`config.mk`:
```
export PLATFORM = sky130hd
export DESIGN_NAME = msrv32_branch_predict_unit_flat
export DESIGN_NICKNAME = d
export VERILOG_FILES = /design/src/rtl/msrv32_branch_predict_unit_if.sv /design/src/rtl/msrv32_branch_predict_unit.sv /design/src/flat_wrapper.sv
export SDC_FILE = /design/constraint.sdc
export NUM_CORES = 1
export LEC_CHECK = 0
export CAP_MARGIN = 40
export CORE_MARGIN = 2
export CORE_UTILIZATION = 59
export DETAILED_ROUTE_END_ITERATION = 6
export PLACE_DENSITY = 0.87
export SYNTH_ARGS = -nofsm -noshare
export SYNTH_HDL_FRONTEND = slang
export SYNTH_SLANG_ARGS = --single-unit
```
`constraint.sdc`:
```
create_clock -name ms_riscv32_mp_clk_in -period 10.4 [get_ports ms_riscv32_mp_clk_in]
set_clock_uncertainty 0.15 [all_clocks]
set_input_delay 1.56 -clock ms_riscv32_mp_clk_in [delete_from_list [all_inputs] [get_ports ms_riscv32_mp_clk_in]]
set_output_delay 1.56 -clock ms_riscv32_mp_clk_in [all_outputs]
set_load 0.03 [all_outputs]
```
`src/rtl/msrv32_branch_predict_unit_if.sv`:
```
`default_nettype none
// +----------------------------------------------------------------------------+
// | msrv32_branch_predict_unit_if                                              |
// | Fetch-lookup, execute-resolve and statistics signals of the predict unit.  |
// | Revision: 1.0                                                              |
// +----------------------------------------------------------------------------+
interface msrv32_branch_predict_unit_if #(
    parameter int XLEN  = 32,
    parameter int CNT_W = 32
);
    logic [XLEN-1:0]  fetch_pc_in;
    logic             predict_taken_out;
    logic             resolve_valid_in;
    logic [XLEN-1:0]  resolve_pc_in;
    logic [XLEN-1:0]  rs_1_in;
    logic [XLEN-1:0]  rs_2_in;
    logic [4:0]       opcode_in;
    logic [2:0]       funct3_in;
    logic             pred_taken_in;
    logic             flush_in;
    logic             stats_clr_in;
    logic             resolve_valid_out;
    logic             branch_taken_out;
    logic             mispredict_out;
    logic [CNT_W-1:0] branch_count_out;
    logic [CNT_W-1:0] mispredict_count_out;

    modport master (
        output fetch_pc_in, resolve_valid_in, resolve_pc_in, rs_1_in, rs_2_in,
               opcode_in, funct3_in, pred_taken_in, flush_in, stats_clr_in,
        input  predict_taken_out, resolve_valid_out, branch_taken_out,
               mispredict_out, branch_count_out, mispredict_count_out
    );

    modport slave (
        input  fetch_pc_in, resolve_valid_in, resolve_pc_in, rs_1_in, rs_2_in,
               opcode_in, funct3_in, pred_taken_in, flush_in, stats_clr_in,
        output predict_taken_out, resolve_valid_out, branch_taken_out,
               mispredict_out, branch_count_out, mispredict_count_out
    );
endinterface
`default_nettype wire

```
`src/rtl/msrv32_branch_predict_unit.sv`:
```
`default_nettype none
// +----------------------------------------------------------------------------+
// | msrv32_branch_predict_unit                                                 |
// | Branch/jump resolution, mispredict flagging, 2-bit BHT and statistics.     |
// | Revision: 1.0                                                              |
// +----------------------------------------------------------------------------+
module msrv32_branch_predict_unit #(
    parameter int XLEN      = 32,
    parameter int BHT_DEPTH = 64,
    parameter int IDX_LSB   = 2,
    parameter int CNT_W     = 32
) (
    input  logic                          ms_riscv32_mp_clk_in,
    input  logic                          ms_riscv32_mp_rst_in,
    msrv32_branch_predict_unit_if.slave   bus
);
    localparam int               c_idx_w     = $clog2(BHT_DEPTH);
    localparam logic [4:0]       c_op_branch = 5'b11000;
    localparam logic [4:0]       c_op_jal    = 5'b11011;
    localparam logic [4:0]       c_op_jalr   = 5'b11001;
    localparam logic [CNT_W-1:0] c_cnt_max   = {CNT_W{1'b1}};
    localparam logic [CNT_W-1:0] c_cnt_one   = CNT_W'(1);

    logic [1:0]         r_bht [BHT_DEPTH];
    logic [c_idx_w-1:0] w_fetch_idx;
    logic [c_idx_w-1:0] w_res_idx;
    logic               w_is_jump;
    logic               w_legal_br;
    logic               w_cond;
    logic               w_taken;
    logic               w_mispred;
    logic               w_accept;
    logic               w_unused_pc_bits;
    logic               r_valid;
    logic               r_taken;
    logic               r_mispred;
    logic [CNT_W-1:0]   r_br_cnt;
    logic [CNT_W-1:0]   r_mp_cnt;

    assign w_fetch_idx      = bus.fetch_pc_in[IDX_LSB +: c_idx_w];
    assign w_res_idx        = bus.resolve_pc_in[IDX_LSB +: c_idx_w];
    assign w_unused_pc_bits = ^{bus.fetch_pc_in, bus.resolve_pc_in};

    assign w_is_jump  = (bus.opcode_in == c_op_jal) || (bus.opcode_in == c_op_jalr);
    // funct3 010/011 are not defined branch conditions
    assign w_legal_br = (bus.opcode_in == c_op_branch) && (bus.funct3_in[2:1] != 2'b01);

    always_comb begin
        w_cond = 1'b0;
        case (bus.funct3_in)
            3'b000:  w_cond = (bus.rs_1_in == bus.rs_2_in);
            3'b001:  w_cond = (bus.rs_1_in != bus.rs_2_in);
            3'b100:  w_cond = ($signed(bus.rs_1_in) <  $signed(bus.rs_2_in));
            3'b101:  w_cond = ($signed(bus.rs_1_in) >= $signed(bus.rs_2_in));
            3'b110:  w_cond = (bus.rs_1_in <  bus.rs_2_in);
            3'b111:  w_cond = (bus.rs_1_in >= bus.rs_2_in);
            default: w_cond = 1'b0;
        endcase
    end

    // Non-control and illegal resolve as not-taken, so a mispredict is always taken ^ guess
    assign w_taken   = w_is_jump | (w_legal_br & w_cond);
    assign w_mispred = w_taken ^ bus.pred_taken_in;
    assign w_accept  = bus.resolve_valid_in & ~bus.flush_in;

    assign bus.predict_taken_out    = r_bht[w_fetch_idx][1];
    assign bus.resolve_valid_out    = r_valid;
    assign bus.branch_taken_out     = r_taken;
    assign bus.mispredict_out       = r_mispred;
    assign bus.branch_count_out     = r_br_cnt;
    assign bus.mispredict_count_out = r_mp_cnt;

    always_ff @(posedge ms_riscv32_mp_clk_in or posedge ms_riscv32_mp_rst_in) begin
        if (ms_riscv32_mp_rst_in) begin
            r_valid   <= 1'b0;
            r_taken   <= 1'b0;
            r_mispred <= 1'b0;
        end else begin
            r_valid   <= w_accept;
            r_taken   <= w_accept & w_taken;
            r_mispred <= w_accept & w_mispred;
        end
    end

    always_ff @(posedge ms_riscv32_mp_clk_in or posedge ms_riscv32_mp_rst_in) begin
        if (ms_riscv32_mp_rst_in) begin
            r_br_cnt <= '0;
            r_mp_cnt <= '0;
        end else if (bus.stats_clr_in) begin
            r_br_cnt <= '0;
            r_mp_cnt <= '0;
        end else if (w_accept) begin
            if (w_legal_br && (r_br_cnt != c_cnt_max)) begin
                r_br_cnt <= r_br_cnt + c_cnt_one;
            end
            if (w_mispred && (r_mp_cnt != c_cnt_max)) begin
                r_mp_cnt <= r_mp_cnt + c_cnt_one;
            end
        end
    end

    always_ff @(posedge ms_riscv32_mp_clk_in or posedge ms_riscv32_mp_rst_in) begin
        if (ms_riscv32_mp_rst_in) begin
            for (int i = 0; i < BHT_DEPTH; i++) begin
                r_bht[i] <= 2'b01;
            end
        end else if (w_accept && w_legal_br) begin
            if (w_taken && (r_bht[w_res_idx] != 2'b11)) begin
                r_bht[w_res_idx] <= r_bht[w_res_idx] + 2'b01;
            end else if (!w_taken && (r_bht[w_res_idx] != 2'b00)) begin
                r_bht[w_res_idx] <= r_bht[w_res_idx] - 2'b01;
            end
        end
    end
endmodule
`default_nettype wire

```
`src/flat_wrapper.sv`:
```
// flat-port wrapper written by rule: the top's interface ports become plain ports
module msrv32_branch_predict_unit_flat 
#(
    parameter int XLEN      = 32,
    parameter int BHT_DEPTH = 64,
    parameter int IDX_LSB   = 2,
    parameter int CNT_W     = 32
)
  (ms_riscv32_mp_clk_in, ms_riscv32_mp_rst_in, bus_fetch_pc_in, bus_resolve_valid_in, bus_resolve_pc_in, bus_rs_1_in, bus_rs_2_in, bus_opcode_in, bus_funct3_in, bus_pred_taken_in, bus_flush_in, bus_stats_clr_in, bus_predict_taken_out, bus_resolve_valid_out, bus_branch_taken_out, bus_mispredict_out, bus_branch_count_out, bus_mispredict_count_out);
  msrv32_branch_predict_unit_if #(.XLEN(XLEN), .CNT_W(CNT_W)) bus_i ();
  input  logic ms_riscv32_mp_clk_in;
  input  logic ms_riscv32_mp_rst_in;
  input wire logic [$bits(bus_i.fetch_pc_in)-1:0] bus_fetch_pc_in;
  input wire logic [$bits(bus_i.resolve_valid_in)-1:0] bus_resolve_valid_in;
  input wire logic [$bits(bus_i.resolve_pc_in)-1:0] bus_resolve_pc_in;
  input wire logic [$bits(bus_i.rs_1_in)-1:0] bus_rs_1_in;
  input wire logic [$bits(bus_i.rs_2_in)-1:0] bus_rs_2_in;
  input wire logic [$bits(bus_i.opcode_in)-1:0] bus_opcode_in;
  input wire logic [$bits(bus_i.funct3_in)-1:0] bus_funct3_in;
  input wire logic [$bits(bus_i.pred_taken_in)-1:0] bus_pred_taken_in;
  input wire logic [$bits(bus_i.flush_in)-1:0] bus_flush_in;
  input wire logic [$bits(bus_i.stats_clr_in)-1:0] bus_stats_clr_in;
  output wire logic [$bits(bus_i.predict_taken_out)-1:0] bus_predict_taken_out;
  output wire logic [$bits(bus_i.resolve_valid_out)-1:0] bus_resolve_valid_out;
  output wire logic [$bits(bus_i.branch_taken_out)-1:0] bus_branch_taken_out;
  output wire logic [$bits(bus_i.mispredict_out)-1:0] bus_mispredict_out;
  output wire logic [$bits(bus_i.branch_count_out)-1:0] bus_branch_count_out;
  output wire logic [$bits(bus_i.mispredict_count_out)-1:0] bus_mispredict_count_out;
  assign bus_i.fetch_pc_in = bus_fetch_pc_in;
  assign bus_i.resolve_valid_in = bus_resolve_valid_in;
  assign bus_i.resolve_pc_in = bus_resolve_pc_in;
  assign bus_i.rs_1_in = bus_rs_1_in;
  assign bus_i.rs_2_in = bus_rs_2_in;
  assign bus_i.opcode_in = bus_opcode_in;
  assign bus_i.funct3_in = bus_funct3_in;
  assign bus_i.pred_taken_in = bus_pred_taken_in;
  assign bus_i.flush_in = bus_flush_in;
  assign bus_i.stats_clr_in = bus_stats_clr_in;
  assign bus_predict_taken_out = bus_i.predict_taken_out;
  assign bus_resolve_valid_out = bus_i.resolve_valid_out;
  assign bus_branch_taken_out = bus_i.branch_taken_out;
  assign bus_mispredict_out = bus_i.mispredict_out;
  assign bus_branch_count_out = bus_i.branch_count_out;
  assign bus_mispredict_count_out = bus_i.mispredict_count_out;
  msrv32_branch_predict_unit #(.XLEN(XLEN), .BHT_DEPTH(BHT_DEPTH), .IDX_LSB(IDX_LSB), .CNT_W(CNT_W)) u_core (.ms_riscv32_mp_clk_in(ms_riscv32_mp_clk_in), .ms_riscv32_mp_rst_in(ms_riscv32_mp_rst_in), .bus(bus_i));
endmodule
```
==> results of run 1 <==
logic make-up (layout without fill, tap and decap cells):
group | after synthesis | in the layout | synth area share
AO/OA/AOI/OAI | 148 | 148 | 0.0836
multiplexers | 193 | 193 | 0.192
buffers and inverters | 130 | 264 | 0.0459
AND/OR/NAND/NOR | 409 | 409 | 0.223
adder cells (fa/ha/maj) | 36 | 36 | 0.0362
flip-flops | 195 | 195 | 0.398
XOR/XNOR | 30 | 30 | 0.0211
power by group through the flow:
| stage | Combinational (mW) | Clock [mW] | Sequential, mW |
|---|---|---|---|
| after floorplan | 0.153 | 0 | 0.778 |
| after global placement | 0.227 | 0 | 0.777 |
| after detailed placement | 0.234 | 0 | 0.777 |
| after CTS | 0.236 | 0.660 | 0.763 |
| after global routing | 0.256 | 0.695 | 0.763 |
| final | 0.239 | 0.654 | 0.763 |
area by class of cell:
type	count	share of cell area
clock buffer	17	0.0287
clock inverter	15	0.0106
inverter	53	0.0139
multi-input combinational	816	0.470
sequential	195	0.335
tap	275	0.0232
timing repair buffer	179	0.119
metal layers:
layer  GRT usage  vias up
met5           0        -
met4       0.138        0
met3      0.0786      132
met2       0.481      571
met1       0.368     4961
li1            -     4481
final timing paths:
kind	start	slack [ns]	to	depth (start not counted)
worst min-delay path	u_core.r_bht[27]	0.37	u_core.r_bht[27]	1
worst min register to register	u_core.r_bht[27]	0.37	u_core.r_bht[27]	1
min in group asynchronous	ms_riscv32_mp_rst_in	1.53	u_core.bus.branch_count_out[21]	2
max in group asynchronous	ms_riscv32_mp_rst_in	7.33	async pin	4
worst max-delay path	bus_resolve_pc_in[4]	3.43	u_core.r_bht[127]	16
worst max register to register	flip-flop	5.61	u_core.r_bht[127]	14
synth_stat cells (all sizes together) (8+ instances only):
library cell,count,area share
a21oi,27,0.011
a22oi,24,0.014
and3,9,0.0045
buf,26,0.015
clkbuf,51,0.015
dfrtp,131,0.26
dfstp,64,0.14
ha,36,0.036
inv,53,0.016
mux2,159,0.14
mux2i,13,0.010
mux4,21,0.038
nand2,54,0.016
nand3,31,0.012
nand4,22,0.012
nor2,97,0.029
nor2b,22,0.011
nor3,40,0.019
nor4,56,0.071
o211ai,8,0.0048
o21ai,11,0.0044
o22ai,30,0.015
or3,21,0.011
or4,19,0.014
xnor2,13,0.0091
xor2,17,0.012
==> impl_metrics.toml, run 1 <==
[cts]
cts_resized = 0
cts.sinks = 195
clkLatencyLatePin_ns = 0.44
htree_levels = 4
path_clk_slew_ns = 0.07
cts_tree = "yes"
numCtsBuffers = 17
cts.path.max_buffers = 2
cts_hold_buf = 0
cts_root_buf = "clkbuf_16"
cts_setup_buffers = 0

[timing]
hold_viol = 0
slew_headroom = 0.311
setup_violations = 0
drv_slew = 0
timing.fmax_mhz = 143
rsz0062_at_grt = "no"
tns_ns = 0
fin_crit_sh = 0.670
tightest_slew_ns = 1.03
period_needed_ns = 6.97
setup_ws_ns = 3.43
fin_hold_ws_ns = 0.369

[placed_design]
placedCellCount = 1517
dpl_cell_area_um2 = 14200
place.gp.congestion = 0.898
dp_hpwl_um = 21500
post-place-ws_ns = 3.01
numPortBuffers = 157

[power_and_ir_drop]
p_seq_frac = 0.461
power_frac_clock = 0.395
power_switching_mw = 0.492
pwr-share-comb = 0.144
totalPowerFinal_mw = 1.66
peakVddDrop_mv = 0.122
power_leakage_nw = 6.22
switching_share = 0.297
p_int_mw = 1.16
p_per_area_nw_per_um2 = 112

[die]
dieHeight_um = 149
dieWidth_um = 149
core_um2 = 20900
initial_core_util = 0.596
io_pins = 210
dieArea_um2 = 22300
num_rows = 53

[logic_synthesis]
synth_cells = 1141
postSynthAreaPerCell_um2 = 10.9
synth_cell_types = 72
syn_area_um2 = 12500
synth_seq_area_share = 0.398
synth-async-reset-ratio = 1.00
ys_warn_count = 0
yosys_most_used_dff = "dfrtp_1"
ys_ff_latch = 195
synth_nets = 1319
synth-edff-count = 0

[global_routing]
grt_pass1_vias = 10094
grt_overflow = 0
grt_usage = 0.295
grt_max_degree = 115
grt_pass1_wl_um = 51900
grt_antenna_before_repair = 0

[routing]
wl_met2_um = 15700
vias_per_cell = 6.55
drtIter0Drc = 928
route.vias.total = 10145
wirelength_met1_um = 12800
top_layer = "met4"
totalWireLength_um = 32700
dr_wl_met3_um = 2890
ant_nets = 0
drt_drc_violations_left = 0
wire_per_inst_um = 21.1
first_pass_iters = 7

[worst_setup_path]
startpoint_type = "input pin"
critPathBufInv = 4
cp_top_family = "buffers and inverters"
critPathKind = "in -> reg"
end_kind = "flip-flop"
crit_fanout = 37
cp_slowest_cell = "clkdlybuf4s50_1"
worstPathCellList = "clkdlybuf4s50_1, or3b_2, o22ai_1, nor4_1, nand2_1, o211a_1, o21ai_0, o221ai_4, inv_1, ha_1, a21boi_0, a311o_2, buf_4, buf_4, or4_4, mux2_1"
worstPathArrival_ns = 7.14
critPathMaxStageDelay_ns = 0.81
worstPathRequired_ns = 10.57
cp_common_cell = "buf_4"

[cells_and_area]
area_growth_pct = 19.1
fillers = 1423
seq_area_um2 = 4960
fin_cells = 1550
final_cell_area_um2 = 14800
final_cell_mix = "clkdlybuf4s50_1 (156), dfrtp_1 (131), nor2_1 (97)"
mostFrequentLayoutCell = "clkdlybuf4s50_1"
multiInputGateArea_um2 = 6970
antennaDiodeCount = 0
nets = 1440
drive_above_1_share = 0.228
fin_util = 0.710

[hold_path]
hold_path_class = "reg -> reg"

[status]
outcome = "finished clean"

[job]
drv_cap = 0
(Power assumes the default switching activity.)
==> run 2: changes to the inputs <==
- CORE_UTILIZATION: 59 -> 54
- PLACE_DENSITY: 0.87 -> 0.81
- clock period: 10.4 -> 6.9 ns (I/O delays scaled with it)
==> impl_metrics.toml, run 2 (synthesis results as in run 1) <==
[global_routing]
use_met1 = 0.348
met2_usage = 0.447
grt.busiest_layer = "met2"
use_met3 = 0.0536
grt_max_degree = 124
grt_pass1_vias = 9988
grt_antenna_before_repair = 0
grt_usage = 0.270
grt_overflow = 0
grt_pass1_wl_um = 52400

[placed_design]
place.gp.congestion = 0.886
numPortBuffers = 157
dp_hpwl_um = 22300
post-place-ws_ns = 0.790
dpl_cell_area_um2 = 14300
placedCellCount = 1535

[power_and_ir_drop]
power_leakage_nw = 6.27
peakVddDrop_mv = 0.181
totalPowerFinal_mw = 2.55
p_per_area_nw_per_um2 = 171

[cells_and_area]
mostFrequentLayoutCell = "clkdlybuf4s50_1"
seq_area_um2 = 4960
fin_cells = 1567
drive_above_1_share = 0.232
area_growth_pct = 20.1
final_cell_area_um2 = 15000
nets = 1447
fin_util = 0.660
multiInputGateArea_um2 = 6960
fillers = 1697
final_cell_mix = "clkdlybuf4s50_1 (156), dfrtp_1 (131), nor2_1 (97)"
antennaDiodeCount = 0

[routing]
drtIter0Drc = 878
route.vias.total = 9909
ant_nets = 0
vias_per_cell = 6.32
wire_per_inst_um = 20.7
drt_drc_violations_left = 0
totalWireLength_um = 32500
first_pass_iters = 5

[timing]
slew_headroom = 0.377
setup_ws_ns = 1.15
period_needed_ns = 5.75
fin_crit_sh = 0.833
drv_slew = 0
tns_ns = 0
hold_viol = 0
setup_violations = 0
tightest_slew_ns = 0.931
timing.fmax_mhz = 174
rsz0062_at_grt = "no"
fin_hold_ws_ns = 0.375

[die]
dieArea_um2 = 24300
initial_core_util = 0.550
io_pins = 210
num_rows = 55
dieWidth_um = 156
dieHeight_um = 156
core_um2 = 22600

[worst_setup_path]
critPathKind = "in -> reg"
cp_slowest_cell = "clkdlybuf4s50_1"
crit_fanout = 20
worstPathCellList = "clkdlybuf4s50_1, and3b_1, a22o_1, a221oi_1, nand4_1, o211ai_1, o21ai_0, a211oi_1, inv_1, ha_1, a21boi_0, a311o_2, buf_12, or4_4, mux2_1"
worstPathRequired_ns = 7.07
crit_cells = 15
critPathMaxStageDelay_ns = 0.68
worstPathArrival_ns = 5.92
cp_top_family = "compound AO/OA/AOI/OAI gates"
startpoint_type = "input pin"
critPathBufInv = 3
end_kind = "flip-flop"
reg2reg_depth = 13

[hold_path]
holdPathStages = 1
hold_path_class = "reg -> reg"

[cts]
cts.path.max_buffers = 2
cts_setup_buffers = 0
clkLatencyLatePin_ns = 0.45
path_clk_slew_ns = 0.07
cts.sinks = 195
cts_resized = 0
cts_tree = "yes"
numCtsBuffers = 17
htree_levels = 4
cts_hold_buf = 0
cts_root_buf = "clkbuf_16"

[job]
drv_cap = 0

[status]
outcome = "finished clean"
==> run 2: cell types whose count changed in the layout (fill, tap and decap cells not counted), sizes merged <==
cell,previous run,this run
bufinv,0,1
inv,62,63
buf,23,30
clkinv,6,4
==> run 2: worst register-to-register path, stage by stage (launching register included) <==
cell and delay [ns]:
dfrtp_1 0.41, a22o_1 0.21, a221oi_1 0.20, nand4_1 0.12
o211ai_1 0.18, o21ai_0 0.13, a211oi_1 0.54, inv_1 0.09
ha_1 0.23, a21boi_0 0.13, a311o_2 0.57, buf_12 0.26
or4_4 0.55, mux2_1 0.35
==> run 2: metal layers <==
| metal | share of wire | up-vias |
|---|---|---|
| met5 | 0 | - |
| met1 | 0.40 | 4882 |
| li1 | - | 4503 |
| met4 | 0.030 | 0 |
| met3 | 0.075 | 90 |
| met2 | 0.49 | 434 |
==> run 2: final timing paths <==
check                                     start                             endpoint  slack, ns
max                        bus_resolve_pc_in[4]                    u_core.r_bht[123]       1.15
min                             u_core.r_bht[7]                      u_core.r_bht[7]       0.37
max reg2reg                     u_core.r_bht[3]                    u_core.r_bht[123]       2.67
min reg2reg                     u_core.r_bht[7]                      u_core.r_bht[7]       0.37
max in group asynchronous  ms_riscv32_mp_rst_in                     u_core.r_bht[93]       5.07
min in group asynchronous  ms_riscv32_mp_rst_in  u_core.bus.mispredict_count_out[28]       0.71
==> run 2: cell type report <==
class	count	share of cell area
Multi-Input combinational cell	816	0.466
Sequential cell	195	0.332
Timing Repair Buffer	186	0.124
Clock buffer	17	0.0285
Tap cell	285	0.0238
Inverter	53	0.0138
Clock inverter	15	0.0122
==> run 2: report_power, final <==
group / leakage (nW) / total, mW / switching, mW / internal [mW]
Sequential: 2.49 / 1.15 / 0.00262 / 1.15
Clock: 0.298 / 1.03 / 0.507 / 0.523
Combinational: 3.49 / 0.370 / 0.240 / 0.130
==> run 3: changes to the inputs <==
- clock period: 6.9 -> 5.8 ns (I/O delays scaled with it)
==> impl_metrics.toml, run 3 (synthesis results as in run 1) <==
[die]
num_rows = 55
initial_core_util = 0.550
dieArea_um2 = 24300
io_pins = 210
dieHeight_um = 156
core_um2 = 22600
dieWidth_um = 156

[cts]
cts.sinks = 195
clkLatencyLatePin_ns = 0.44
cts_tree = "yes"
cts_setup_buffers = 0
cts_resized = 0
htree_levels = 4
numCtsBuffers = 17
cts_root_buf = "clkbuf_16"
cts.path.max_buffers = 2
cts_hold_buf = 0
path_clk_slew_ns = 0.08

[cells_and_area]
drive_above_1_share = 0.247
fin_util = 0.668
fillers = 1631
mostFrequentLayoutCell = "clkdlybuf4s50_1"
fin_cells = 1592
final_cell_mix = "clkdlybuf4s50_1 (156), dfrtp_1 (131), nor2_1 (97)"
antennaDiodeCount = 0
area_growth_pct = 21.5
final_cell_area_um2 = 15100
nets = 1472

[power_and_ir_drop]
peakVddDrop_mv = 0.214
p_int_mw = 2.15
p_per_area_nw_per_um2 = 201
p_seq_frac = 0.451
power_frac_clock = 0.400
pwr-share-comb = 0.150
power_switching_mw = 0.884
power_leakage_nw = 6.38
switching_share = 0.291

[worst_setup_path]
worstPathArrival_ns = 5.40
end_kind = "flip-flop"
worstPathRequired_ns = 5.96
critPathKind = "in -> reg"
cp_slowest_cell = "clkdlybuf4s50_1"
crit_fanout = 35
critPathMaxStageDelay_ns = 0.63
startpoint_type = "input pin"
worstPathCellList = "clkdlybuf4s50_1, and3b_1, a22o_1, a221oi_1, nand4_1, o211ai_1, o21ai_0, a211oi_1, inv_1, ha_1, a21boi_0, a311o_2, buf_12, or4_4, mux2_1"

[global_routing]
grt_pass1_vias = 9828
grt_overflow = 0
grt_usage = 0.269
grt_antenna_before_repair = 0
grt_pass1_wl_um = 52200
grt_max_degree = 196

[hold_path]
hold_path_class = "reg -> reg"

[timing]
tns_ns = 0
hold_viol = 0
fin_crit_sh = 0.904
setup_ws_ns = 0.557
drv_slew = 0
tightest_slew_ns = 1.03
setup_violations = 0
period_needed_ns = 5.24
timing.fmax_mhz = 191
slew_headroom = 0.315
rsz0062_at_grt = "no"

[placed_design]
dp_hpwl_um = 22300
numPortBuffers = 157
place.gp.congestion = 0.891
post-place-ws_ns = 0.229
placedCellCount = 1559
dpl_cell_area_um2 = 14500

[routing]
route.vias.total = 10072
totalWireLength_um = 32200
wire_per_inst_um = 20.2
drt_drc_violations_left = 0
vias_per_cell = 6.33
drtIter0Drc = 741
ant_nets = 0
first_pass_iters = 7

[status]
outcome = "finished clean"

[job]
drv_cap = 0
-- run 3: cell types whose count changed in the layout (fill, tap and decap cells not counted), sizes merged --
| cell | before | now |
|---|---|---|
| clkinvlp | 0 | 2 |
| inv | 63 | 61 |
| buf | 30 | 55 |
-- run 3: layout make-up --
class	instances	area, um2	share of cell area
inverters	53	203	0.0134
repair buffers	211	2040	0.135
clock buffers	17	425	0.0281
clock inverters	15	181	0.0120
multi-input cells	816	6970	0.461
flip-flops and latches	195	4960	0.328
well taps	285	357	0.0236
-- run 3: worst paths after layout --
path / start / cells past startpoint / to / slack, ns
setup / recovery: bus_resolve_pc_in[4] / 15 / u_core.r_bht[109] / 0.56
hold / removal: u_core.r_bht[21] / 1 / u_core.r_bht[21] / 0.37
setup reg to reg: u_core.r_bht[11] / 13 / u_core.r_bht[109] / 1.71
hold reg to reg: u_core.r_bht[21] / 1 / u_core.r_bht[21] / 0.37
max in group asynchronous: ms_riscv32_mp_rst_in / 3 / u_core.r_bht[25] / 3.85
min in group asynchronous: ms_riscv32_mp_rst_in / 3 / u_core.bus.branch_count_out[9] / 0.93
-- run 3: power by group through the flow --
stage,clock network [mW],registers (mW),logic [mW]
floorplan,0,1.40,0.275
global placement,0,1.39,0.441
detailed placement,0,1.39,0.449
CTS,1.23,1.37,0.452
global route,1.28,1.37,0.488
finish,1.21,1.37,0.455
-- run 3: per-layer routing --
metal | vias to the layer above | share of wire | wire [um] | global-route usage
met2 | 444 | 0.49 | 15600 | 0.453
met4 | 0 | 0.023 | 752 | 0.0834
met1 | 5004 | 0.42 | 13400 | 0.359
li1 | 4559 | - | - | -
met5 | - | 0 | 0 | 0
met3 | 65 | 0.075 | 2400 | 0.0403
-- run 3: critical path, delay by kind of cell --
family                     cells  cell delay (ns)
adders and majority gates      1             0.22
and+or+nand+nor                3             1.14
muxes                          1             0.34
buffers and inverters          3             0.91
AOI/OAI and AO/OA              7             1.89
-- run 3: per-stage QoR --
step	hold slack (ns)	power, mW
floorplan	0.326	1.67
global placement	0.343	1.83
detailed placement	0.352	1.84
CTS	0.369	3.05
global route	0.399	3.14
finish	0.371	3.04
